File: src/rtl/vga_timing_ctrl.sv
// Scan timing for the 640x480@60 colour-bar path: position counters, syncs,
// visible-area qualifier, frame-start pulse and the bar-rotation scheduler.
module vga_timing_ctrl #(
    parameter int HVID            = 640,
    parameter int HFP             = 16,
    parameter int HSYNC           = 96,
    parameter int HBP             = 48,
    parameter int VVID            = 480,
    parameter int VFP             = 10,
    parameter int VSYNC           = 2,
    parameter int VBP             = 33,
    parameter int FRAMES_PER_STEP = 60
) (
    input  logic       clk_25,
    input  logic       rst_n,
    input  logic       enable,
    output logic [9:0] horizontal_num,
    output logic [9:0] vertical_num,
    output logic       hsync,
    output logic       vsync,
    output logic       video_on,
    output logic       frame_start,
    output logic [1:0] bar_shift
);

    localparam int HTOT = HVID + HFP + HSYNC + HBP;
    localparam int VTOT = VVID + VFP + VSYNC + VBP;

    localparam logic [9:0] H_LAST   = 10'(HTOT - 1);
    localparam logic [9:0] V_LAST   = 10'(VTOT - 1);
    localparam logic [9:0] H_VIS    = 10'(HVID);
    localparam logic [9:0] V_VIS    = 10'(VVID);
    localparam logic [9:0] HS_START = 10'(HVID + HFP);
    localparam logic [9:0] HS_END   = 10'(HVID + HFP + HSYNC);
    localparam logic [9:0] VS_START = 10'(VVID + VFP);
    localparam logic [9:0] VS_END   = 10'(VVID + VFP + VSYNC);
    localparam logic       ROTATE   = (FRAMES_PER_STEP != 0);
    localparam logic [7:0] FC_LAST  = ROTATE ? 8'(FRAMES_PER_STEP - 1) : 8'd0;

    // Scan position and frame scheduler state
    logic [9:0] h_reg, h_next;
    logic [9:0] v_reg, v_next;
    logic [7:0] fc_reg, fc_next;
    logic [1:0] bar_idx_reg, bar_idx_next;

    // Registered output stage
    logic [9:0] hpos_reg, hpos_next;
    logic [9:0] vpos_reg, vpos_next;
    logic       hsync_reg, hsync_next;
    logic       vsync_reg, vsync_next;
    logic       video_on_reg, video_on_next;
    logic       frame_start_reg, frame_start_next;
    logic [1:0] bar_shift_reg, bar_shift_next;

    logic line_end;
    logic frame_end;

    assign line_end  = (h_reg == H_LAST);
    assign frame_end = line_end && (v_reg == V_LAST);

    always_comb begin
        h_next = 10'd0;
        v_next = 10'd0;
        if (enable) begin
            if (line_end) begin
                h_next = 10'd0;
                v_next = frame_end ? 10'd0 : v_reg + 10'd1;
            end else begin
                h_next = h_reg + 10'd1;
                v_next = v_reg;
            end
        end
    end

    // fc counts only completed frames; a truncated frame never reaches frame_end
    always_comb begin
        fc_next      = fc_reg;
        bar_idx_next = bar_idx_reg;
        if (enable && frame_end && ROTATE) begin
            if (fc_reg == FC_LAST) begin
                fc_next      = 8'd0;
                bar_idx_next = bar_idx_reg + 2'd1;
            end else begin
                fc_next = fc_reg + 8'd1;
            end
        end
    end

    // Outputs describe the position held in h_reg/v_reg before this edge advances it
    always_comb begin
        hpos_next        = 10'd0;
        vpos_next        = 10'd0;
        hsync_next       = 1'b1;
        vsync_next       = 1'b1;
        video_on_next    = 1'b0;
        frame_start_next = 1'b0;
        bar_shift_next   = bar_shift_reg;
        if (enable) begin
            hpos_next        = h_reg;
            vpos_next        = v_reg;
            hsync_next       = !((h_reg >= HS_START) && (h_reg < HS_END));
            vsync_next       = !((v_reg >= VS_START) && (v_reg < VS_END));
            video_on_next    = (h_reg < H_VIS) && (v_reg < V_VIS);
            frame_start_next = (h_reg == 10'd0) && (v_reg == 10'd0);
            bar_shift_next   = bar_idx_reg;
        end
    end

    always_ff @(posedge clk_25 or negedge rst_n) begin
        if (!rst_n) begin
            h_reg           <= 10'd0;
            v_reg           <= 10'd0;
            fc_reg          <= 8'd0;
            bar_idx_reg     <= 2'd0;
            hpos_reg        <= 10'd0;
            vpos_reg        <= 10'd0;
            hsync_reg       <= 1'b1;
            vsync_reg       <= 1'b1;
            video_on_reg    <= 1'b0;
            frame_start_reg <= 1'b0;
            bar_shift_reg   <= 2'd0;
        end else begin
            h_reg           <= h_next;
            v_reg           <= v_next;
            fc_reg          <= fc_next;
            bar_idx_reg     <= bar_idx_next;
            hpos_reg        <= hpos_next;
            vpos_reg        <= vpos_next;
            hsync_reg       <= hsync_next;
            vsync_reg       <= vsync_next;
            video_on_reg    <= video_on_next;
            frame_start_reg <= frame_start_next;
            bar_shift_reg   <= bar_shift_next;
        end
    end

    assign horizontal_num = hpos_reg;
    assign vertical_num   = vpos_reg;
    assign hsync          = hsync_reg;
    assign vsync          = vsync_reg;
    assign video_on       = video_on_reg;
    assign frame_start    = frame_start_reg;
    assign bar_shift      = bar_shift_reg;

endmodule

File: config.mk
export PLATFORM = sky130hd
export DESIGN_NAME = vga_timing_ctrl
export DESIGN_NICKNAME = d
export VERILOG_FILES = /design/src/rtl/vga_timing_ctrl.sv
export SDC_FILE = /design/constraint.sdc
export NUM_CORES = 1
export LEC_CHECK = 0
export CAP_MARGIN = 20
export CORE_UTILIZATION = 25
export CTS_CLUSTER_SIZE = 20
export DETAILED_ROUTE_END_ITERATION = 10
export PLACE_DENSITY = 0.5
export SYNTH_ARGS = -nofsm -noshare
export SYNTH_HDL_FRONTEND = slang
export SYNTH_SLANG_ARGS = --single-unit
File: constraint.sdc
create_clock -name clk_25 -period 2.1 [get_ports clk_25]
set_input_delay 0.42 -clock clk_25 [delete_from_list [all_inputs] [get_ports clk_25]]
set_output_delay 0.42 -clock clk_25 [all_outputs]
set_load 0.1 [all_outputs]
== Word-level counts from Yosys, hierarchy flattened ==
Cells that the tools add are included.

* Memories: 0
* Register bits: 56
* Latch bits: 0
* Output and inout bits: 26
* Bits in read-only memories: 0
* Word-level logic and storage cells: 48
* Bits in writable memories: 0
* Input bits: 3

* Reduce and logical (&&, ||, !) cells: 11
* Bitwise logic cells: 0
* $lt $le $gt $ge: 6
* Divide/modulo/power cells: 0
* Mux-type cells: 12
* $mul: 0
* Shift-type cells: 0
* Add/sub/neg operators: 4
* Equality and inequality tests: 4

{| class="wikitable"
|+ Operator list
! kind !! number
|-
| 2-to-1 mux 10 bit || 7
|-
| adder 10 x 1 -> 10 bit (second input constant) || 2
|-
| == test 10 bit (second input constant) || 2
|-
| zero test 10 bit || 2
|-
| < comparator 10 bit (second input constant) || 2
|-
| < comparator 10 x 9 -> 1 bit (second input constant) || 2
|-
| greater-or-equal comparator 10 bit (second input constant) || 1
|-
| greater-or-equal comparator 10 x 9 -> 1 bit (second input constant) || 1
|-
| adder 8 x 1 -> 8 bit (second input constant) || 1
|-
| == test 8 x 6 -> 1 bit (second input constant) || 1
|-
| 2-to-1 mux 8 bit || 1
|-
| logical AND 1 bit || 6
|-
| 2-to-1 mux 1 bit || 4
|-
| adder 2 x 1 -> 2 bit (second input constant) || 1
|-
| zero test 1 bit || 2
|-
| != test 2 x 1 -> 1 bit (second input constant) || 1
|-
| AND reduction 2 bit || 1
|}

== Depth between registers and ports, before layout ==
* Word-level depth: 5
* Mapped depth: 7
* Gate-level depth less buffers: 6

== Least setup slack after synthesis ==
No wires, ideal clock.

* Path type: register to register
* Start: register v_reg[0]
* End: register fc_reg[0]
* Arrival time: 1.712 ns
* Path slack: 0.263 ns
* Period minus slack after synthesis: 1.837 ns
* Setup time: 0.125 ns
* Cell stages (with the launch flop): 7
* Path buffers: 0
* Required time: 1.975 ns
* Cells stage by stage: dfrtp_1 > inv_1 > ha_1 > nor4b_2 > nand4_1 > nor2_1 > mux2_2

* Word-level cells in the longest chain between the ends: 3

{| class="wikitable"
|+ RTL lines
! what !! line !! RTL
|-
| start, declared || 42 || <nowiki>logic [9:0] v_reg, v_next;</nowiki>
|-
| start signal, assigned || 124 || <nowiki>v_reg <= v_next;</nowiki>
|-
| == test 10 bit || 59 || <nowiki>assign frame_end = line_end && (v_reg == V_LAST);</nowiki>
|-
| logical AND 1 bit || 59 ||
|-
| logical AND 1 bit || 79 || <nowiki>if (enable && frame_end && ROTATE) begin</nowiki>
|-
| end signal, assigned || 125 || <nowiki>fc_reg <= fc_next;</nowiki>
|-
| end, declared || 43 || <nowiki>logic [7:0] fc_reg, fc_next;</nowiki>
|}

Every way passes these cells.
A chain may end at the register's enable or synchronous reset.

== Worst setup path in the final report ==
* Start: register h_reg[0]
* End: register fc_reg[1]

* Word-level cells in the longest chain between the ends: 3

{| class="wikitable"
|+ RTL lines
! what !! line !! RTL
|-
| start, declared || 41 || <nowiki>logic [9:0] h_reg, h_next;</nowiki>
|-
| start signal, assigned || 123 || <nowiki>h_reg <= h_next;</nowiki>
|-
| == test 10 bit || 58 || <nowiki>assign line_end = (h_reg == H_LAST);</nowiki>
|-
| logical AND 1 bit || 59 ||
|-
| logical AND 1 bit || 79 ||
|}

Every way passes these cells.

==> impl_results.md <==
- Max clock buf depth: 2
- RR Startpoint: h_reg[0]
- First-pass GRT wire length: 9.47 mm
- Num CTS Buffers: 5
- Unrepaired setup endpoints after global routing: no
- Most common cell in the netlist: dfrtp_1
- Worst vdd ir: 0.000262 V
- Slew Limit Fails: 0
- Final WL: 5.65 mm
- Leakage: between 1.5 and 2 nW
- Crit end category: register
- Fraction of layout instances using a drive strength above 1: 24.3%
- H-tree depth: 2
- Post-CTS sizing: 0
- Crit path launch type: register
- Clk sink count: 56
- # fillers: 1,027
- Mapped cell area: 2570 um^2
- Critical path, cell by cell: ha_1, nand4_1, or4_4, nor2_2, mux2_2
- Crit path from: h_reg[0]
- Initial drt markers: a little over 100
- CTS tree: done
- Reg2Reg Depth: 5
- Final period utilization: 93.3%
- Sequential share of the synthesized area: between 50% and 60%
- Power Dens Cells: roughly 610 nW/um^2
- Largest net degree at the start of global routing: 57
- Gr ovfl total: 0
- Crit-path leading delay family: simple AND/OR/NAND/NOR gates
- Highest clock rate: 511 MHz
- CP arrival: 2.16 ns
- Reg2Reg Capture Point: fc_reg[1]
- Synth top cells by count: 54 x dfrtp_1, 26 x and2_1, 15 x nor2_1, 13 x nand3_1, 10 x nand2_1
- Boundary pin count: 29
- Nets: around 280
- Critical path class: register to register
- Die area: approximately 11,000 um^2
- GRT Util Overall: around an eighth
- Seq. cell area: 1400 um^2
- P&R area growth vs syn: 23.9%
- Synth top area cells: dfrtp_1 52%, and2_1 6.3%, xor2_1 3.1%
- Slew margin rel.: between 70 and 80%
- Final Setup Violations: 0
- Slowest library cell on the worst path: or4_4
- #FFs+latches synth: 56
- Die outline width: between 100 and 150 um
- DRT antenna net count: 0
- Syn_nets: 242
- ANT cells: 0
- Via Count: 1,829
- Root Buffer: clkbuf_8
- Clock transition at the registers of the reported paths: roughly 0.10 ns
- Initial Util: 26.1%
- Core Util, Final: about 32%
- Rows: 36
- Setup TNS: 0 ns
- Synthesized area per cell: 11.1 um^2
- Most used DFF post-synth: dfrtp_1
- Clk Latency, worst-skew pair: between 0.3 and 0.4 ns
- Outcome: finished clean
- DRC violations left: 0
- Max Cap Viol: 0
- EDFF count, synth: 0
- Hold WC Path Type: input port to async pin
- Multi-input logic area: 1100 um^2
- Asr flop ratio synth: 100%
- Clk_skew: 0.00823 ns
- Core area: 9860 um^2
- Hold Violations, Final: 0
- Required time worst endpoint: 2.30 ns
- Top-area cell type share of the netlist area: 52.5%
- Max Fanout on Critical Path: 6
- Post-synth top area cell: dfrtp_1
- Reg-to-reg slack, setup: 0.14 ns
- Post-detail-place hpwl: 3.94 mm
- Setup repair bufs after CTS: 0
- Drt pass-1 iters: 4
- Initial antenna violation count: 0
- GP Congestion: 0.800
- IO Port Bufs: 28
- Vias in the first global route: 1,888
- Mapped Cells: roughly 230
- Min cycle time layout: 1.96 ns
- Die Ht: 103 um
- Via density: 4.47
- Worst Max-Slew Pin Slew: 0.381 ns
- CTS Hold Buffers Added: 0
- Synth cell types: 42
- Synth warn: 0
- DR WL/cell: 13.8 um
- CP bufs+invs: 0
- Slowest stage delay, CP: 0.48 ns
-- worst max-delay path by stage --
| stage | to | slack [ns] | depth (start not counted) |
|---|---|---|---|
| 6_report | fc_reg[1] | 0.14 | 5 |
| 3_3_place_gp | fc_reg[0] | 0.20 | 5 |
| 3_5_place_dp | fc_reg[1] | 0.11 | 5 |
| 2_1_floorplan | fc_reg[0] | 0.26 | 6 |
| 4_1_cts | fc_reg[1] | 0.09 | 5 |
| 5_1_grt | fc_reg[1] | 0.06 | 5 |
-- metrics by stage --
stage / area [um^2] / std cells / power [W] / hold WS (ns) / worst slack, ns
2_1_floorplan: 2570 / 233 / 0.00119 / 0.124 / 0.263
6_report: 3190 / 409 / 0.00195 / 0.101 / 0.141
4_1_cts: 3190 / 409 / 0.00198 / 0.107 / 0.0936
3_3_place_gp: 3080 / 401 / 0.00125 / 0.448 / 0.198
3_5_place_dp: 3080 / 401 / 0.00125 / 0.451 / 0.106
5_1_grt: 3190 / 409 / 0.00202 / 0.124 / 0.0625
-- kinds of logic after synthesis --
logic type	after synthesis	synth area share, %
AO/OA/AOI/OAI	26	6.80
XOR/XNOR	12	4.08
adder cells (fa/ha/maj)	6	2.92
buffers and inverters	17	2.72
flip-flops	56	54.5
multiplexers	7	2.96
AND/OR/NAND/NOR	109	26.0
-- final cells by class --
type	count	share of cell area [%]
clock buffers	5	2.16
clock inverters	3	1.33
inverters	6	0.706
multi-input cells	160	34.6
flip-flops and latches	56	44.0
well taps	133	5.22
repair buffers	46	12.0
-- power breakdown --
part	leakage [nW]	switching [W]	internal [W]
Clock	0.0541	0.000363	0.000354
Sequential	0.769	0.00000894	0.00109
Combinational	0.724	0.0000979	0.0000348
-- metal layers --
layer  vias to the layer above  routed length [um]  track usage [%]
li1                        907                   -                -
met2                        37                2500             17.9
met5                         -                   0                0
met3                         6                 230             2.89
met1                       879                2840             16.3
met4                         0                  70             3.25
-- cell usage in the layout, fill, tap and decap left out, drive strengths merged, types with 3 or more instances in the layout --
| cell type | Yosys | layout |
|---|---|---|
| and4 | 5 | 5 |
| nor2 | 15 | 15 |
| buf | 3 | 45 |
| nand3 | 13 | 13 |
| nand4 | 7 | 7 |
| ha | 6 | 6 |
| clkbuf | 8 | 5 |
| nand2 | 10 | 10 |
| nor4 | 3 | 3 |
| nor3 | 3 | 3 |
| mux2 | 5 | 5 |
| or3 | 6 | 6 |
| nor4b | 4 | 4 |
| dfrtp | 54 | 54 |
| xor2 | 9 | 9 |
| o21ai | 7 | 7 |
| a21oi | 6 | 6 |
| and2 | 26 | 26 |
| inv | 6 | 6 |
| xnor2 | 3 | 3 |
| and3 | 9 | 9 |
| a41oi | 3 | 3 |
(Power assumes the default switching activity.)
==> edit 1 (same flow settings) <==
Register the input `enable` before use, cleared by the reset. The logic sees it one clock later.
--- a/src/rtl/vga_timing_ctrl.sv
+++ b/src/rtl/vga_timing_ctrl.sv
@@ -38,4 +38,14 @@
     localparam logic [7:0] FC_LAST  = ROTATE ? 8'(FRAMES_PER_STEP - 1) : 8'd0;
 
+    logic enable_q;
+
+    always_ff @(posedge clk_25 or negedge rst_n) begin
+        if (!rst_n) begin
+            enable_q <= '0;
+        end else begin
+            enable_q <= enable;
+        end
+    end
+
     // Scan position and frame scheduler state
     logic [9:0] h_reg, h_next;
@@ -62,5 +72,5 @@
         h_next = 10'd0;
         v_next = 10'd0;
-        if (enable) begin
+        if (enable_q) begin
             if (line_end) begin
                 h_next = 10'd0;
@@ -77,5 +87,5 @@
         fc_next      = fc_reg;
         bar_idx_next = bar_idx_reg;
-        if (enable && frame_end && ROTATE) begin
+        if (enable_q && frame_end && ROTATE) begin
             if (fc_reg == FC_LAST) begin
                 fc_next      = 8'd0;
@@ -96,5 +106,5 @@
         frame_start_next = 1'b0;
         bar_shift_next   = bar_shift_reg;
-        if (enable) begin
+        if (enable_q) begin
             hpos_next        = h_reg;
             vpos_next        = v_reg;
Function: changed (a bounded check fails within 4 cycles, from zero or initial values and one cycle with rst_n low).
==> edit 1 against the unedited design <==
- sequential cell count up 1
- power up 8.0%
- routed wire length up 4.6%
- first-iteration DRC count down 47%
- synthesized area up 4.2%
- design area up 3.4%
- cell count up 2.7%
- sequential share of layout area down 0.69 points
- clock power up 19%
- die area up 4.1%
- worst hold slack worse by 0.085 ns
- worst setup slack about the same
- critical path type unchanged
- largest power group unchanged
==> edit 1: results (changes against the unedited design) <==
Outcome
  – Status: complete, no violations

Placement
  – Post-DP HPWL: 4.16 mm (+5.5%)
  – Routability cong.: 0.810 (+1.4%)

Routing
  – Wirelength per Cell: 14.1 um (+1.9%)
  – Vias per cell: 4.61 (+3.0%)
  – Iter 0 DRT Violations: 55 (-47%)

Finish
  – Nets: 288 (+1.4%)
  – Filler cells: 1,092 (+6.3%)
  – Share of layout cells above drive strength 1: 0.282 (+0.0389)

Pwr
  – Net Sw Power: 0.546 mW (+16%)
  – VDD IR max: 0.231 mV (-12%)
  – LEAKAGE: 1.49 nW (-3.7%)

Clocking
  – TritonCTS buffer count: 9 (+4)
  – Clock latency at the later pin of the worst-skew pair: 0.34 ns (+0.03 ns)
  – CTS HTree Levels: 3 (+1)

Global routing
  – GRT Total Usage: 0.116 (-0.000200)
  – First-pass GRT wire length: 9.92 mm (+4.7%)
  – Largest net degree at the start of global routing: 29 (-49%)
  – Vias in the first global route: 1,952 (+3.4%)

Setup path
  – CP max FO: 13 (+7)
  – Reg2reg start: v_reg[0]
  – Worst path slowest cell: dfrtp_1
  – Delay of the slowest critical-path stage: 0.43 ns (-0.05 ns)

Logic synthesis
  – Synth top cells by count: dfrtp_1, nor2_1, and2_1
  – Synth Area in Compound Gates: 0.0961 (+0.0281)
  – Synth unique cells: 52 (+24%)
  – Top cells by area, synth: dfrtp_1, and2_1, nand3_1
  – Post-synthesis adder-cell area fraction: 0.0280 (-0.00117)
  – Mux contribution to synthesized area: 0.0168 (-0.0128)
  – Sequential fraction of the synthesis area: 0.533 (-0.0125)
  – Syn nets: 243 (+0.41%)

Timing
  – Worst Skew: 0.00580 ns (-0.00244 ns)
  – Slew @ Worst Pin: 0.435 ns (+0.0539 ns)
-- edit 1: metal layers --
metal / track usage / part of all wire / wire length (um) / up-vias
met5: 0 / 0 / 0 / -
met2: 0.181 / 0.48 / 2850 / 52
met1: 0.149 / 0.45 / 2670 / 943
met3: 0.0383 / 0.050 / 294 / 10
li1: - / - / - / 930
met4: 0.0476 / 0.016 / 97 / 0
-- edit 1: cell families after synthesis --
group | Yosys count
multiplexers | 4
adder cells (fa/ha/maj) | 6
AND/OR/NAND/NOR | 102
flip-flops | 57
XOR/XNOR | 12
AO/OA/AOI/OAI | 33
buffers and inverters | 20
-- edit 1: area by class of cell --
cell class,instances,area share
multi-input cells,157,0.352
clock inverters,7,0.0114
flip-flops and latches,57,0.433
repair buffers,43,0.102
clock buffers,9,0.0375
well taps,136,0.0516
inverters,11,0.0125
-- edit 1: power groups by stage --
stage          registers, mW  clock network [mW]  logic [mW]
2_1_floorplan           1.18                   0      0.0312
3_3_place_gp            1.14                   0       0.135
3_5_place_dp            1.14                   0       0.135
4_1_cts                 1.12               0.887       0.135
5_1_grt                 1.12               0.941       0.144
6_report                1.12               0.851       0.131
-- edit 1: metrics by stage --
step,cells,area (sq um),worst slack (ns),total power [mW]
CTS,415,3250,0.0927,2.14
global placement,399,3090,0.227,1.27
floorplan,234,2680,0.380,1.21
global route,420,3300,0.0329,2.21
detailed placement,399,3090,0.114,1.27
finish,420,3300,0.141,2.10
-- edit 1: path summary, 6_finish.rpt --
path | slack, ns | cells after the start | to
max | 0.14 | 7 | fc_reg[4]
min | 0.02 | 1 | v_reg[3]
max reg2reg | 0.14 | 7 | fc_reg[4]
min reg2reg | 0.47 | 1 | bar_idx_reg[1]
max in group asynchronous | 1.52 | 2 | h_reg[0]
min in group clk_25 | 0.47 | 1 | bar_idx_reg[1]
==> edit 2 (same flow settings) <==
Without the edit above. The parameter `HSYNC` goes from 96 to 48.
--- a/src/rtl/vga_timing_ctrl.sv
+++ b/src/rtl/vga_timing_ctrl.sv
@@ -4,5 +4,5 @@
     parameter int HVID            = 640,
     parameter int HFP             = 16,
-    parameter int HSYNC           = 96,
+    parameter int HSYNC           = 48,
     parameter int HBP             = 48,
     parameter int VVID            = 480,
Function: same outputs for any inputs over 10 cycles, from zero or initial values and one cycle with rst_n low; that may be too few to reach the edited logic, so the function may still have changed.
==> edit 2 against the unedited design <==
- count of clock-buffer cells in the layout grew 2
- fmax is 1.0% lower
- sequential cell count unchanged
- power rose by 2.6%
- design area grew 2.5%
- routed wire length is 0.39% higher
- cell count is 3.7% higher
- critical path depth rose by 1
- sequential share of layout area fell by 1.1 points
- synthesized area is 1.5% lower
- non-clock buffer count is 15 higher
- worst setup slack worse by 0.020 ns
- clock skew decreased by 0.0012 ns
- highest routed layer unchanged
==> edit 2: results (changes against the unedited design) <==
Setup path
  – Worst path slowest cell: or4_4
  – Crit path launch: h_reg[1]
  – Capturing point of the worst reg2reg path: fc_reg[6]
  – Worst Path Arrival: 2.22 ns (+0.06 ns)
  – R2R depth: 6 (+1)
  – Delay of the slowest critical-path stage: 0.60 ns (+0.12 ns)
  – Slack of the worst reg-to-reg path: 0.12 ns (-0.02 ns)
  – Critical path endpoint category: flip-flop
  – Worst path top cell family by delay: simple AND/OR/NAND/NOR gates
  – Reg2reg start: h_reg[1]
  – CP max FO: 5 (-1)

Finish
  – Filler cells: 1,047 (+1.9%)
  – Share of layout cells above drive strength 1: 0.292 (+0.0493)
  – Post-Layout Cell Count: 424 (+3.7%)
  – Ant diodes: 0 (unchanged)
  – Nets: 299 (+5.3%)

Global routing
  – GRT Total Usage: 0.119 (+0.00245)
  – First-pass GRT wire length: 9.63 mm (+1.6%)
  – Initial antenna violation count: 0 (unchanged)
  – Largest net degree at the start of global routing: 27 (-53%)

Routing
  – DR WL met3: 160 um (-30%)
  – Wirelength per Cell: 13.4 um (-3.2%)
  – Vias: 1,896 (+3.7%)
  – WL met1: 2.96 mm (+4.1%)
  – Met2 routed WL: 2.48 mm (-0.96%)
  – Iter 0 DRT Violations: 55 (-47%)

Pwr
  – Clock power share: 0.382 (+0.014)
  – Net Sw Power: 0.450 mW (-4.3%)
  – VDD IR max: 0.288 mV (+10%)
  – LEAKAGE: 1.55 nW (+0.16%)
  – Clk pwr: 0.763 mW (+6.6%)

Placement
  – IO buf count: 28 (unchanged)
  – Cells after DPL: 416 (+3.7%)
  – Place WS: -0.0719 ns (-0.178 ns)
  – Routability cong.: 0.760 (-5.0%)
  – Post-DP HPWL: 4.20 mm (+6.5%)
  – Placed Area: 3130 sq um (+1.6%)

Timing
  – Hold Slack: 0.0292 ns (-0.0716 ns)
  – Worst Skew: 0.00708 ns (-0.00115 ns)
  – Max Clock Freq: 505 MHz (-1.0%)
  – Slew @ Worst Pin: 0.479 ns (+0.0975 ns)

Logic synthesis
  – Synth top cells by count: dfrtp_1, nor2_1, and2_1
  – Top cells by area, synth: dfrtp_1, and2_1, nor2_1
  – Sequential fraction of the synthesis area: 0.553 (+0.00806)
  – Post-Syn Area per Cell: 10.9 sq um (-1.0%)
  – Syn nets: 241 (-0.41%)
  – Synth unique cells: 47 (+12%)

Clocking
  – CTS HTree Levels: 2 (unchanged)
  – Clock latency at the later pin of the worst-skew pair: 0.31 ns (about the same)
  – Clk buf depth: 2 (unchanged)

Outcome
  – Status: complete, no violations
[edit 2: cell families (layout without fill, tap and decap cells)]
family | count (synthesis) | after routing | share of synthesized area
compound gates | 31 | 31 | 0.0819
buf+inv | 18 | 77 | 0.0311
mux | 6 | 6 | 0.0261
fa+ha+maj | 6 | 6 | 0.0296
simple gates | 104 | 104 | 0.240
xor+xnor | 11 | 11 | 0.0380
flops | 56 | 56 | 0.553
[edit 2: final cells by class]
cell class              count  area [sq um]  share of cell area
clock buffers               7          96.3              0.0295
clock inverters             1          30.0             0.00918
inverters                   8          30.0             0.00918
multi-input cells         158          1070               0.328
flip-flops and latches     56          1400               0.429
well taps                 133           166              0.0509
repair buffers             61           470               0.144
[edit 2: repair_timing]
action                     in CTS  in global routing
gates resized for setup         1                  3
hold buffers                    0                  0
hold endpoints to repair        0                  0
setup endpoints to repair       3                 13
pin swaps                       0                  1
[edit 2: layer usage]
metal	vias to the layer above	track usage
li1	938	-
met1	916	0.171
met2	38	0.184
met3	4	0.0217
met4	0	0.0325
met5	-	0
